--- src/rtl/riscv_pkg.sv ---
// Shared definitions for the fetch front end: widths, reset PC, fetch FSM encoding.
package riscv_pkg;

  localparam int          XLEN             = 32;
  localparam logic [31:0] RESET_PC_DEFAULT = 32'h0000_0000;
  localparam int          INST_W           = 32;
  localparam int          PC_STEP          = 4;

  typedef enum logic {
    IDLE = 1'b0,
    RUN  = 1'b1
  } fetch_state_t;

endpackage

--- src/rtl/fetch_fifo.sv ---
// Generic synchronous FIFO with flush; head entry is visible combinationally.
module fetch_fifo #(
  parameter  int WIDTH = 32,
  parameter  int DEPTH = 2,
  localparam int AW    = $clog2(DEPTH),
  localparam int CW    = AW + 1
) (
  input  logic             clk,
  input  logic             rst_n,
  input  logic             push,
  input  logic [WIDTH-1:0] push_data,
  input  logic             pop,
  input  logic             flush,
  output logic [WIDTH-1:0] head,
  output logic [CW-1:0]    count,
  output logic             empty,
  output logic             full
);

  logic [WIDTH-1:0] mem [DEPTH];
  logic [AW-1:0]    wr_ptr;
  logic [AW-1:0]    rd_ptr;
  logic             push_ok;
  logic             pop_ok;

  assign empty   = (count == '0);
  assign full    = (count == CW'(DEPTH));
  assign push_ok = push && !full;
  assign pop_ok  = pop && !empty;
  assign head    = mem[rd_ptr];

  // Pointer and occupancy bookkeeping; flush empties the queue in one cycle.
  // NOTE: state registers use <= so every flop samples pre-edge values regardless of statement order.
  always_ff @(posedge clk or negedge rst_n) begin
    if (!rst_n) begin
      wr_ptr <= '0;
      rd_ptr <= '0;
      count  <= '0;
    end else if (flush) begin
      wr_ptr <= '0;
      rd_ptr <= '0;
      count  <= '0;
    end else begin
      if (push_ok) wr_ptr <= wr_ptr + 1'b1;
      if (pop_ok)  rd_ptr <= rd_ptr + 1'b1;
      case ({push_ok, pop_ok})
        2'b10:   count <= count + 1'b1;
        2'b01:   count <= count - 1'b1;
        default: count <= count;
      endcase
    end
  end

  // Entry storage; contents are only meaningful while counted as occupied.
  // NOTE: the storage array has no reset, so it maps onto plain flops/RAM without a reset tree.
  always_ff @(posedge clk) begin
    if (push_ok && !flush) mem[wr_ptr] <= push_data;
  end

  assert property (@(posedge clk) disable iff (!rst_n) !(push && full && !flush));

endmodule

--- src/rtl/fetch_ctrl.sv ---
// Fetch controller: owns the fetch PC, issues credit-limited in-order requests,
// buffers returned words for decode and drops responses made stale by redirects.
module fetch_ctrl #(
  parameter int                            XLEN     = riscv_pkg::XLEN,
  parameter logic [XLEN-1:0]               RESET_PC = riscv_pkg::RESET_PC_DEFAULT,
  parameter int                            DEPTH    = 2
) (
  input  logic                        clk,
  input  logic                        rst_n,
  input  logic                        fetch_en,
  input  logic                        redirect_valid,
  input  logic [XLEN-1:0]             redirect_pc,
  output logic                        imem_req_valid,
  input  logic                        imem_req_ready,
  output logic [XLEN-1:0]             imem_req_addr,
  input  logic                        imem_rsp_valid,
  input  logic [riscv_pkg::INST_W-1:0] imem_rsp_data,
  output logic                        inst_valid,
  input  logic                        inst_ready,
  output logic [riscv_pkg::INST_W-1:0] inst_data,
  output logic [XLEN-1:0]             inst_pc,
  output logic [XLEN-1:0]             inst_pc_plus4
);

  import riscv_pkg::*;

  localparam int CW = $clog2(DEPTH) + 1;
  localparam int BW = XLEN + INST_W;

  fetch_state_t    state;
  fetch_state_t    state_next;
  logic [XLEN-1:0] fetch_pc;
  logic [CW-1:0]   inflight;
  logic [CW-1:0]   drop_cnt;
  logic [CW-1:0]   buf_count;
  logic [CW-1:0]   tag_count;
  logic [CW-1:0]   credit;
  logic [XLEN-1:0] tag_pc;
  logic [BW-1:0]   buf_head;
  logic            tag_empty;
  logic            tag_full;
  logic            buf_empty;
  logic            buf_full;
  logic            req_fire;
  logic            drop_now;
  logic            rsp_keep;
  logic            inst_pop;

  assign credit   = CW'(DEPTH) - inflight - buf_count;
  assign req_fire = imem_req_valid && imem_req_ready;
  assign drop_now = imem_rsp_valid && (drop_cnt != '0);
  // A response landing in a redirect cycle is stale by definition.
  assign rsp_keep = imem_rsp_valid && (drop_cnt == '0) && !redirect_valid;
  assign inst_pop = inst_valid && inst_ready && !redirect_valid;

  assign imem_req_addr = fetch_pc;
  assign inst_valid    = !buf_empty;
  assign inst_data     = buf_head[INST_W-1:0];
  assign inst_pc       = buf_head[BW-1:INST_W];
  assign inst_pc_plus4 = inst_pc + XLEN'(PC_STEP);

  // Tag queue: PC of every outstanding request, popped in order by responses.
  fetch_fifo #(.WIDTH(XLEN), .DEPTH(DEPTH)) u_tag_q (
    .clk       (clk),
    .rst_n     (rst_n),
    .push      (req_fire),
    .push_data (fetch_pc),
    .pop       (imem_rsp_valid),
    .flush     (1'b0),
    .head      (tag_pc),
    .count     (tag_count),
    .empty     (tag_empty),
    .full      (tag_full)
  );

  // Output buffer: {pc, word} pairs waiting for decode; flushed on redirect.
  fetch_fifo #(.WIDTH(BW), .DEPTH(DEPTH)) u_buf (
    .clk       (clk),
    .rst_n     (rst_n),
    .push      (rsp_keep),
    .push_data ({tag_pc, imem_rsp_data}),
    .pop       (inst_pop),
    .flush     (redirect_valid),
    .head      (buf_head),
    .count     (buf_count),
    .empty     (buf_empty),
    .full      (buf_full)
  );

  // FSM state register.
  always_ff @(posedge clk or negedge rst_n) begin
    if (!rst_n) state <= IDLE;
    else        state <= state_next;
  end

  // Next state and request-valid; requests need RUN, a free credit and no redirect.
  // NOTE: every output of this block gets a default first so no path can infer a latch.
  always_comb begin
    state_next     = state;
    imem_req_valid = 1'b0;
    case (state)
      IDLE: begin
        if (fetch_en) state_next = RUN;
      end
      RUN: begin
        if (!fetch_en) state_next = IDLE;
        imem_req_valid = (credit != '0) && !redirect_valid;
      end
      default: state_next = IDLE;
    endcase
  end

  // Fetch PC: redirect target wins, otherwise advance on each accepted request.
  always_ff @(posedge clk or negedge rst_n) begin
    if (!rst_n)              fetch_pc <= RESET_PC;
    else if (redirect_valid) fetch_pc <= redirect_pc;
    else if (req_fire)       fetch_pc <= fetch_pc + XLEN'(PC_STEP);
  end

  // In-flight and drop counters. On redirect every request still outstanding after
  // this cycle belongs to the old stream, so the drop count becomes that number.
  always_ff @(posedge clk or negedge rst_n) begin
    if (!rst_n) begin
      inflight <= '0;
      drop_cnt <= '0;
    end else begin
      inflight <= inflight + CW'(req_fire) - CW'(imem_rsp_valid);
      if (redirect_valid) drop_cnt <= inflight - CW'(imem_rsp_valid);
      else if (drop_now)  drop_cnt <= drop_cnt - 1'b1;
    end
  end

  assert property (@(posedge clk) disable iff (!rst_n)
    (inflight <= CW'(DEPTH)) && (drop_cnt <= CW'(DEPTH)) && (buf_count <= CW'(DEPTH)));
  assert property (@(posedge clk) disable iff (!rst_n) imem_rsp_valid |-> (inflight != '0));
  assert property (@(posedge clk) disable iff (!rst_n) imem_rsp_valid |-> !tag_empty);
  assert property (@(posedge clk) disable iff (!rst_n) inflight == tag_count);
  assert property (@(posedge clk) disable iff (!rst_n) drop_cnt <= inflight);
  assert property (@(posedge clk) disable iff (!rst_n) !(req_fire && tag_full));
  assert property (@(posedge clk) disable iff (!rst_n) !(rsp_keep && buf_full));

endmodule

--- config.mk ---
export PLATFORM = sky130hd
export DESIGN_NAME = fetch_ctrl
export DESIGN_NICKNAME = d
export VERILOG_FILES = /design/src/rtl/riscv_pkg.sv /design/src/rtl/fetch_fifo.sv /design/src/rtl/fetch_ctrl.sv
export SDC_FILE = /design/constraint.sdc
export NUM_CORES = 1
export LEC_CHECK = 0
export BUFFER_PORTS_ARGS = -buffer_cell sky130_fd_sc_hd__buf_2
export CAP_MARGIN = 20
export CELL_PAD_IN_SITES_DETAIL_PLACEMENT = 1
export CELL_PAD_IN_SITES_GLOBAL_PLACEMENT = 2
export CORE_MARGIN = 2
export CORE_UTILIZATION = 30
export CTS_BUF_LIST = sky130_fd_sc_hd__clkbuf_4
export DETAILED_ROUTE_END_ITERATION = 8
export PLACE_DENSITY_LB_ADDON = 0.1
export SKIP_LAST_GASP = 1
export SLEW_MARGIN = 5
export SYNTH_ARGS = -nofsm -noshare
export SYNTH_HDL_FRONTEND = slang
export SYNTH_SLANG_ARGS = --single-unit
--- constraint.sdc ---
create_clock -name clk -period 11 [get_ports clk]
set_clock_uncertainty 0.05 [all_clocks]
set_input_delay 0.55 -clock clk [delete_from_list [all_inputs] [get_ports clk]]
set_output_delay 0.55 -clock clk [all_outputs]
set_load 0.05 [all_outputs]
* Word level (Yosys, flattened, before mapping)
Memories as Yosys holds them, arrays and structs flattened.
Cells that the tools add are included.
Widths: inputs -> output; s select.
** Storage, ports and cells
- Register bits :: 45
- Bits in latches :: 0
- Memory bits (writable) :: 192
- Memory bits (read-only) :: 0
- Output and inout bits :: 130
- Logic and storage cells :: 79
- Memories kept :: 2
** Memory list
- u_buf.mem :: words 2, width 64, rd ports 1, clocked after Yosys merged registers in 0, write ports 1, line fetch_fifo.sv:20 : logic [WIDTH-1:0] mem [DEPTH];
- u_tag_q.mem :: words 2, width 32, rd ports 1, clocked after Yosys merged registers in 0, write ports 1, line fetch_fifo.sv:20
** Cells by class
- $add $sub $neg :: 16
- Multipliers :: 0
- Divide/modulo/power cells :: 0
- $lt $le $gt $ge :: 0
- Equality and inequality tests :: 6
- Shifts and indexed selects :: 0
- Multiplexer cells :: 17
- Bitwise operators :: 0
- Reduce and logical (&&, ||, !) cells :: 28
** Operators with widths (count)
- $add 32x3->32 const B :: 2
- $mux 32 :: 2
- $reduce_bool 2->1 :: 7
- $logic_and 1x1->1 :: 12
- $mux 1 :: 10
- $eq 2x2->1 const B :: 4
- $pmux 2 s2 :: 2
- $logic_not 2->1 :: 3
- $mux 2 :: 3
- $sub 2x1->2 const B :: 3
- $logic_not 1->1 :: 5
- $add 1x1->1 const B :: 4
- $add 2x1->2 const B :: 2
- $eq 2x1->1 const B :: 2
- $sub 2x1->2 :: 2
- $reduce_bool 3->1 :: 1
- $add 2x1->2 :: 1
- $sub 2x2->2 :: 1
- $sub 2x2->2 const A :: 1

* Logic depth before layout (Yosys ltp)
- Depth in word-level cells :: 9
- Gate-level depth with buffers :: 14
- Depth with buffers taken out :: 11

* Modules after synthesis
A second synthesis with hierarchy kept.
** Unflattened totals
- Cells, all modules :: 675
- Area total of the unflattened synthesis :: 10112.2 um2
** Modules (own cells, without submodules)
- fetch_fifo at u_buf :: instances 1, cells each 224, area each 4818.4 um2, seq. area each 3943.8 um2
- fetch_ctrl :: instances 1, cells each 326, area each 2772.7 um2, seq. area each 925.9 um2
- fetch_fifo at u_tag_q :: instances 1, cells each 125, area each 2521.2 um2, seq. area each 2021.9 um2

* Worst setup path after synthesis
Ideal clock, no wire load.
- Path kind :: input -> register
- From :: input port redirect_valid
- To :: memory u_buf.mem[1][0] (netlist name) (enable)
- Data arrival time :: 5.650 ns
- Required time :: 10.372 ns
- Setup slack :: 4.722 ns
- Stages on the path :: 3
- Buffers on the path :: 2
- Cells stage by stage :: clkbuf_1 -> clkbuf_1 -> nor3b_1
** On the way
- Word-level cells in the longest chain between the ends :: 6
** Ends and longest elaborated chain
- start: declaration :: line fetch_ctrl.sv:11 : input logic redirect_valid,
- $logic_not 1->1 * :: line fetch_fifo.sv:57, fetch_ctrl.sv:53
- $logic_and 1x1->1 :: line fetch_ctrl.sv:53 : assign rsp_keep = imem_rsp_valid && (drop_cnt == '0) && !redirect_valid;
- $logic_and 1x1->1 :: line fetch_fifo.sv:28 : assign push_ok = push && !full;
- $logic_and 1x1->1 * :: line fetch_fifo.sv:57 : if (push_ok && !flush) mem[wr_ptr] <= push_data;
- $mux 1 * :: line fetch_fifo.sv:57
- $mux 1 (implied by the code) * :: line fetch_fifo.sv:57
- end: declaration :: line fetch_fifo.sv:20
Mark *: on every way between the ends. The rest lies on a longest branch, timed or not.

* Worst setup path after layout
- From :: register u_buf.rd_ptr
- To :: output port inst_pc_plus4[21]
** On the way
- Word-level cells in the longest chain between the ends :: 2
** Ends and longest elaborated chain
- start: declaration :: line fetch_fifo.sv:22 : logic [AW-1:0] rd_ptr;
- start signal: assignment :: line fetch_fifo.sv:45 : if (pop_ok) rd_ptr <= rd_ptr + 1'b1;
- $mem_v2 2x64
- $add 32x3->32 :: line fetch_ctrl.sv:60 : assign inst_pc_plus4 = inst_pc + XLEN'(PC_STEP);
- end: declaration :: line fetch_ctrl.sv:22 : output logic [XLEN-1:0] inst_pc_plus4
Every way passes these cells.

==> impl_metrics.prom <==
# TYPE chip_impl_metric gauge
chip_impl_metric{name="fillers",unit=""} 3687
chip_impl_metric{name="worst_ep_arrival_time",unit="ns"} 3.42
chip_impl_info{name="r2r-start",value="u_buf.count[0]"} 1
chip_impl_info{name="synth_area_leaders",value="sky130_fd_sc_hd__edfxtp_1, sky130_fd_sc_hd__dfrtp_1, sky130_fd_sc_hd__mux2_2"} 1
chip_impl_metric{name="buffer_ports.inserted",unit=""} 200
chip_impl_metric{name="final_nets",unit=""} 1058
chip_impl_metric{name="placed_wire_length_estimate_after_detailed_placement",unit="mm"} 18.0
chip_impl_metric{name="initial_antenna_violation_count",unit=""} 1
chip_impl_metric{name="clk-insertion-delay-late",unit="ns"} 0.65
chip_impl_info{name="reg2reg_to",value="u_tag_q.mem[0][16]"} 1
chip_impl_metric{name="overflow",unit=""} 0
chip_impl_metric{name="grt_start_max_net_pins",unit=""} 74
chip_impl_metric{name="timing.final.max_slew_violations",unit=""} 0
chip_impl_metric{name="grt_util_met1",unit=""} 0.189
chip_impl_info{name="hold_path.class",value="input port to flop"} 1
chip_impl_metric{name="grt_pass1_vias",unit=""} 7377
chip_impl_metric{name="pre_cts_ws",unit="ns"} 7.47
chip_impl_metric{name="power.static_leakage",unit="nW"} 4.90
chip_impl_metric{name="max_freq",unit="MHz"} 249
chip_impl_metric{name="postSynthAreaPerCell",unit="um^2"} 15.1
chip_impl_metric{name="synth_enable_flop_cells",unit=""} 192
chip_impl_metric{name="cp_data_required_time",unit="ns"} 10.40
chip_impl_metric{name="fp.coreArea",unit="um^2"} 34300
chip_impl_metric{name="rows",unit=""} 68
chip_impl_info{name="tritoncts",value="yes"} 1
chip_impl_metric{name="ys_seq_elements",unit=""} 237
chip_impl_metric{name="htreeDepth",unit=""} 3
chip_impl_info{name="rsz0062_at_grt",value="no"} 1
chip_impl_info{name="cpLargestDelayFamily",value="simple AND/OR/NAND/NOR gates"} 1
chip_impl_metric{name="final_total_negative_setup_slack",unit="ns"} 0
chip_impl_info{name="min_to",value="u_buf.mem[0][4]"} 1
chip_impl_metric{name="postSynthNetCount",unit=""} 767
chip_impl_info{name="worstSetupPathType",value="flop to output pin"} 1
chip_impl_info{name="end_kind",value="output pin"} 1
chip_impl_metric{name="power-per-cell-area",unit="nW/um^2"} 195
chip_impl_info{name="outcome",value="finished, final reports clean"} 1
chip_impl_metric{name="routed_wire_length_per_instance",unit="um"} 17.6
chip_impl_metric{name="synth_largest_type_area_fraction",unit=""} 0.555
chip_impl_metric{name="cts.sinks",unit=""} 237
chip_impl_metric{name="wirelength",unit="mm"} 26.2
chip_impl_metric{name="cts_setup_buffers",unit=""} 0
chip_impl_metric{name="final_critical_path_setup_slack",unit="ns"} 6.98
chip_impl_metric{name="detailedRoute.firstPassIterationCount",unit=""} 4
chip_impl_metric{name="hold_viol",unit=""} 0
chip_impl_metric{name="die_area",unit="um^2"} 36100
chip_impl_metric{name="initial_standard_cell_utilization_of_the_core",unit=""} 0.303
chip_impl_metric{name="worstHoldPathCells",unit=""} 1
chip_impl_metric{name="crit_path_max_fanout",unit=""} 52
chip_impl_metric{name="cts_inserted_buffers",unit=""} 70
chip_impl_info{name="cp_cell_sequence",value="buf_4 -> nand4b_1 -> a22oi_2 -> nand3_2 -> nor4b_2 -> xnor2_1 -> buf_2"} 1
chip_impl_metric{name="grt_util_all_layers",unit=""} 0.147
chip_impl_metric{name="io_pins",unit=""} 201
chip_impl_metric{name="gate_count_of_the_mapped_netlist",unit=""} 688
chip_impl_metric{name="fin_crit_sh",unit=""} 0.366
chip_impl_metric{name="drt_first_iter_violations",unit=""} 214
chip_impl_metric{name="final.min_clock_period",unit="ns"} 4.02
chip_impl_info{name="ys_dominant_reg_cell",value="sky130_fd_sc_hd__edfxtp_1"} 1
chip_impl_metric{name="vias",unit=""} 6608
chip_impl_metric{name="ant_nets",unit=""} 0
chip_impl_info{name="synth_commonest_cells",value="sky130_fd_sc_hd__edfxtp_1, sky130_fd_sc_hd__mux2_2, sky130_fd_sc_hd__nand2_1"} 1
chip_impl_metric{name="seq_area_frac_synth",unit=""} 0.663
chip_impl_metric{name="routability_cong",unit=""} 0.746
chip_impl_info{name="yosys.cell_count.top_type",value="sky130_fd_sc_hd__edfxtp_1"} 1
chip_impl_metric{name="worst_vdd_ir",unit="mV"} 0.0792
chip_impl_metric{name="cp.buffers_inverters",unit=""} 2
chip_impl_metric{name="grt_use_met3",unit=""} 0.0415
chip_impl_metric{name="via_per_inst",unit=""} 4.45
chip_impl_metric{name="final_layout_size_suffix_gt1_frac",unit=""} 0.433
chip_impl_metric{name="grtUsageMet2",unit=""} 0.238
chip_impl_metric{name="reg2reg_slack",unit="ns"} 8.38
chip_impl_metric{name="ff2ff_path_depth",unit=""} 8
chip_impl_info{name="worstHoldStart",value="imem_rsp_data[4]"} 1
chip_impl_metric{name="endpoints_failing_setup",unit=""} 0
chip_impl_metric{name="chipWidth",unit="um"} 190
chip_impl_metric{name="detailed_route_drc_error_count",unit=""} 0
chip_impl_info{name="yosysTopAreaCell",value="sky130_fd_sc_hd__edfxtp_1"} 1
chip_impl_metric{name="async_flop_share",unit=""} 0.190
chip_impl_info{name="critPathSlowestCell",value="sky130_fd_sc_hd__dfrtp_4"} 1
chip_impl_metric{name="crit_path_max_incr_delay",unit="ns"} 0.66
chip_impl_metric{name="timing.max_slew.rel_slack",unit=""} 0.381
chip_impl_metric{name="synth_cell_type_count",unit=""} 54
chip_impl_metric{name="layout-area-overhead-vs-synth",unit="%"} 26.0
chip_impl_metric{name="netlist_area",unit="um^2"} 10400
chip_impl_metric{name="yosysWarnings",unit=""} 0
chip_impl_info{name="cell_at_the_root_of_the_clock_tree",value="sky130_fd_sc_hd__clkbuf_4"} 1
chip_impl_info{name="busiest_layer",value="met2"} 1
chip_impl_metric{name="tightest_slew",unit="ns"} 0.928
chip_impl_metric{name="maxCapViolCount",unit=""} 0
chip_impl_info{name="cp-start-kind",value="flop"} 1
chip_impl_metric{name="ctsLongestPathBuffers",unit=""} 3
chip_impl_metric{name="grt_pass1_wl",unit="mm"} 41.0
chip_impl_metric{name="clk_transition_reported_paths",unit="ns"} 0.06
chip_impl_metric{name="dieHeight",unit="um"} 190
## registers in the layout, summed over array words and instances, names as in the netlist
name            cells
drop_cnt            2
imem_req_addr      32
u_tag_q.mem        64
u_tag_q.wr_ptr      1
u_tag_q.count       2
inflight            2
state               1
u_tag_q.rd_ptr      1
u_buf.rd_ptr        1
u_buf.wr_ptr        1
u_buf.count         2
u_buf.mem         128
## through the flow
stage          cell area (um^2)  total power, mW  instances   util  hold WS (ns)
5_1_grt                   13100             2.71       1485  0.382       0.00120
3_5_place_dp              11900             1.78       1324  0.346         0.440
6_report                  13100             2.56       1485  0.382        0.0797
2_1_floorplan             10400             1.61        688      -         0.204
3_3_place_gp              11900             1.77       1324  0.346         0.435
4_1_cts                   13100             2.62       1484  0.382       0.00175
## layer usage
| layer | share of wire | wire (um) |
|---|---|---|
| met1 | 0.46 | 12100 |
| met2 | 0.46 | 12100 |
| met4 | 0.016 | 417 |
| met5 | 0 | 0 |
| met3 | 0.059 | 1540 |
## cells by family (layout without fill, tap and decap cells)
kind of cell | after synthesis | count (layout) | synth area share
compound gates | 53 | 53 | 0.0362
xor+xnor | 67 | 67 | 0.0580
fa+ha+maj | 8 | 8 | 0.00963
buf+inv | 55 | 396 | 0.0271
flops | 237 | 237 | 0.663
mux | 103 | 103 | 0.110
other cells | 0 | 1 | 0
simple gates | 165 | 165 | 0.0961
## placed cells by master (no fill, tap or decap), types with 4 or more instances in the layout
cell | synthesis | final
sky130_fd_sc_hd__xor2_1 | 17 | 17
sky130_fd_sc_hd__clkinv_1 | 0 | 16
sky130_fd_sc_hd__o21ai_0 | 15 | 15
sky130_fd_sc_hd__nor2_1 | 24 | 22
sky130_fd_sc_hd__nand4_1 | 9 | 9
sky130_fd_sc_hd__xnor2_1 | 49 | 49
sky130_fd_sc_hd__buf_4 | 3 | 8
sky130_fd_sc_hd__edfxtp_1 | 192 | 192
sky130_fd_sc_hd__dfrtp_1 | 45 | 44
sky130_fd_sc_hd__buf_2 | 6 | 200
sky130_fd_sc_hd__and4_1 | 5 | 5
sky130_fd_sc_hd__mux2i_1 | 16 | 16
sky130_fd_sc_hd__nor3_2 | 12 | 13
sky130_fd_sc_hd__mux2_2 | 87 | 87
sky130_fd_sc_hd__nand3_1 | 17 | 17
sky130_fd_sc_hd__nand4b_1 | 4 | 4
sky130_fd_sc_hd__nand2_1 | 58 | 58
sky130_fd_sc_hd__inv_1 | 28 | 28
sky130_fd_sc_hd__ha_1 | 8 | 8
sky130_fd_sc_hd__nor4_2 | 6 | 6
sky130_fd_sc_hd__o21ai_1 | 16 | 16
sky130_fd_sc_hd__clkbuf_4 | 0 | 104
sky130_fd_sc_hd__dlygate4sd3_1 | 0 | 38
sky130_fd_sc_hd__a21oi_1 | 4 | 4
## what timing repair did
item                                   CTS  global route
gates resized for setup                  0             0
hold buffers                            38             0
endpoints found under the hold margin  111             0
## worst register-to-register path, cell delays in order (launching register included)
cell,delay [ns]
sky130_fd_sc_hd__dfrtp_1,0.38
sky130_fd_sc_hd__inv_1,0.09
sky130_fd_sc_hd__ha_1,0.19
sky130_fd_sc_hd__xor3_2,0.32
sky130_fd_sc_hd__o21ai_2,0.13
sky130_fd_sc_hd__nor2_1,0.29
sky130_fd_sc_hd__o21ai_1,0.25
sky130_fd_sc_hd__nor2_2,0.13
sky130_fd_sc_hd__buf_4,0.40
## worst max-delay path by stage
| stage | from | endpoint | slack, ns | depth (start not counted) |
|---|---|---|---|---|
| 2_1_floorplan | redirect_valid | u_buf.mem[1][0] | 4.72 | 3 |
| 3_3_place_gp | u_buf.rd_ptr | inst_pc_plus4[21] | 7.55 | 7 |
| 3_5_place_dp | u_buf.rd_ptr | inst_pc_plus4[21] | 7.47 | 7 |
| 4_1_cts | u_buf.rd_ptr | inst_pc_plus4[21] | 6.74 | 7 |
| 5_1_grt | u_buf.rd_ptr | inst_pc_plus4[21] | 6.62 | 7 |
| 6_report | u_buf.rd_ptr | inst_pc_plus4[21] | 6.98 | 7 |
## power breakdown
part | switching, mW | total [mW] | internal, mW | leakage, nW
clock | 0.365 | 0.795 | 0.430 | 0.511
sequential | 0.0664 | 1.14 | 1.07 | 2.28
combinational | 0.421 | 0.623 | 0.202 | 2.11
## final cells by class
type	instances	area (um^2)	area share
repair buffers	246	1440	0.110
diodes	1	2.50	0.000191
clock buffers	104	781	0.0596
multi-input cells	396	3230	0.247
inverters	28	105	0.00802
flip-flops and latches	237	6900	0.526
clock inverters	18	70.1	0.00535
well taps	455	569	0.0435
(Power assumes the default switching activity.)
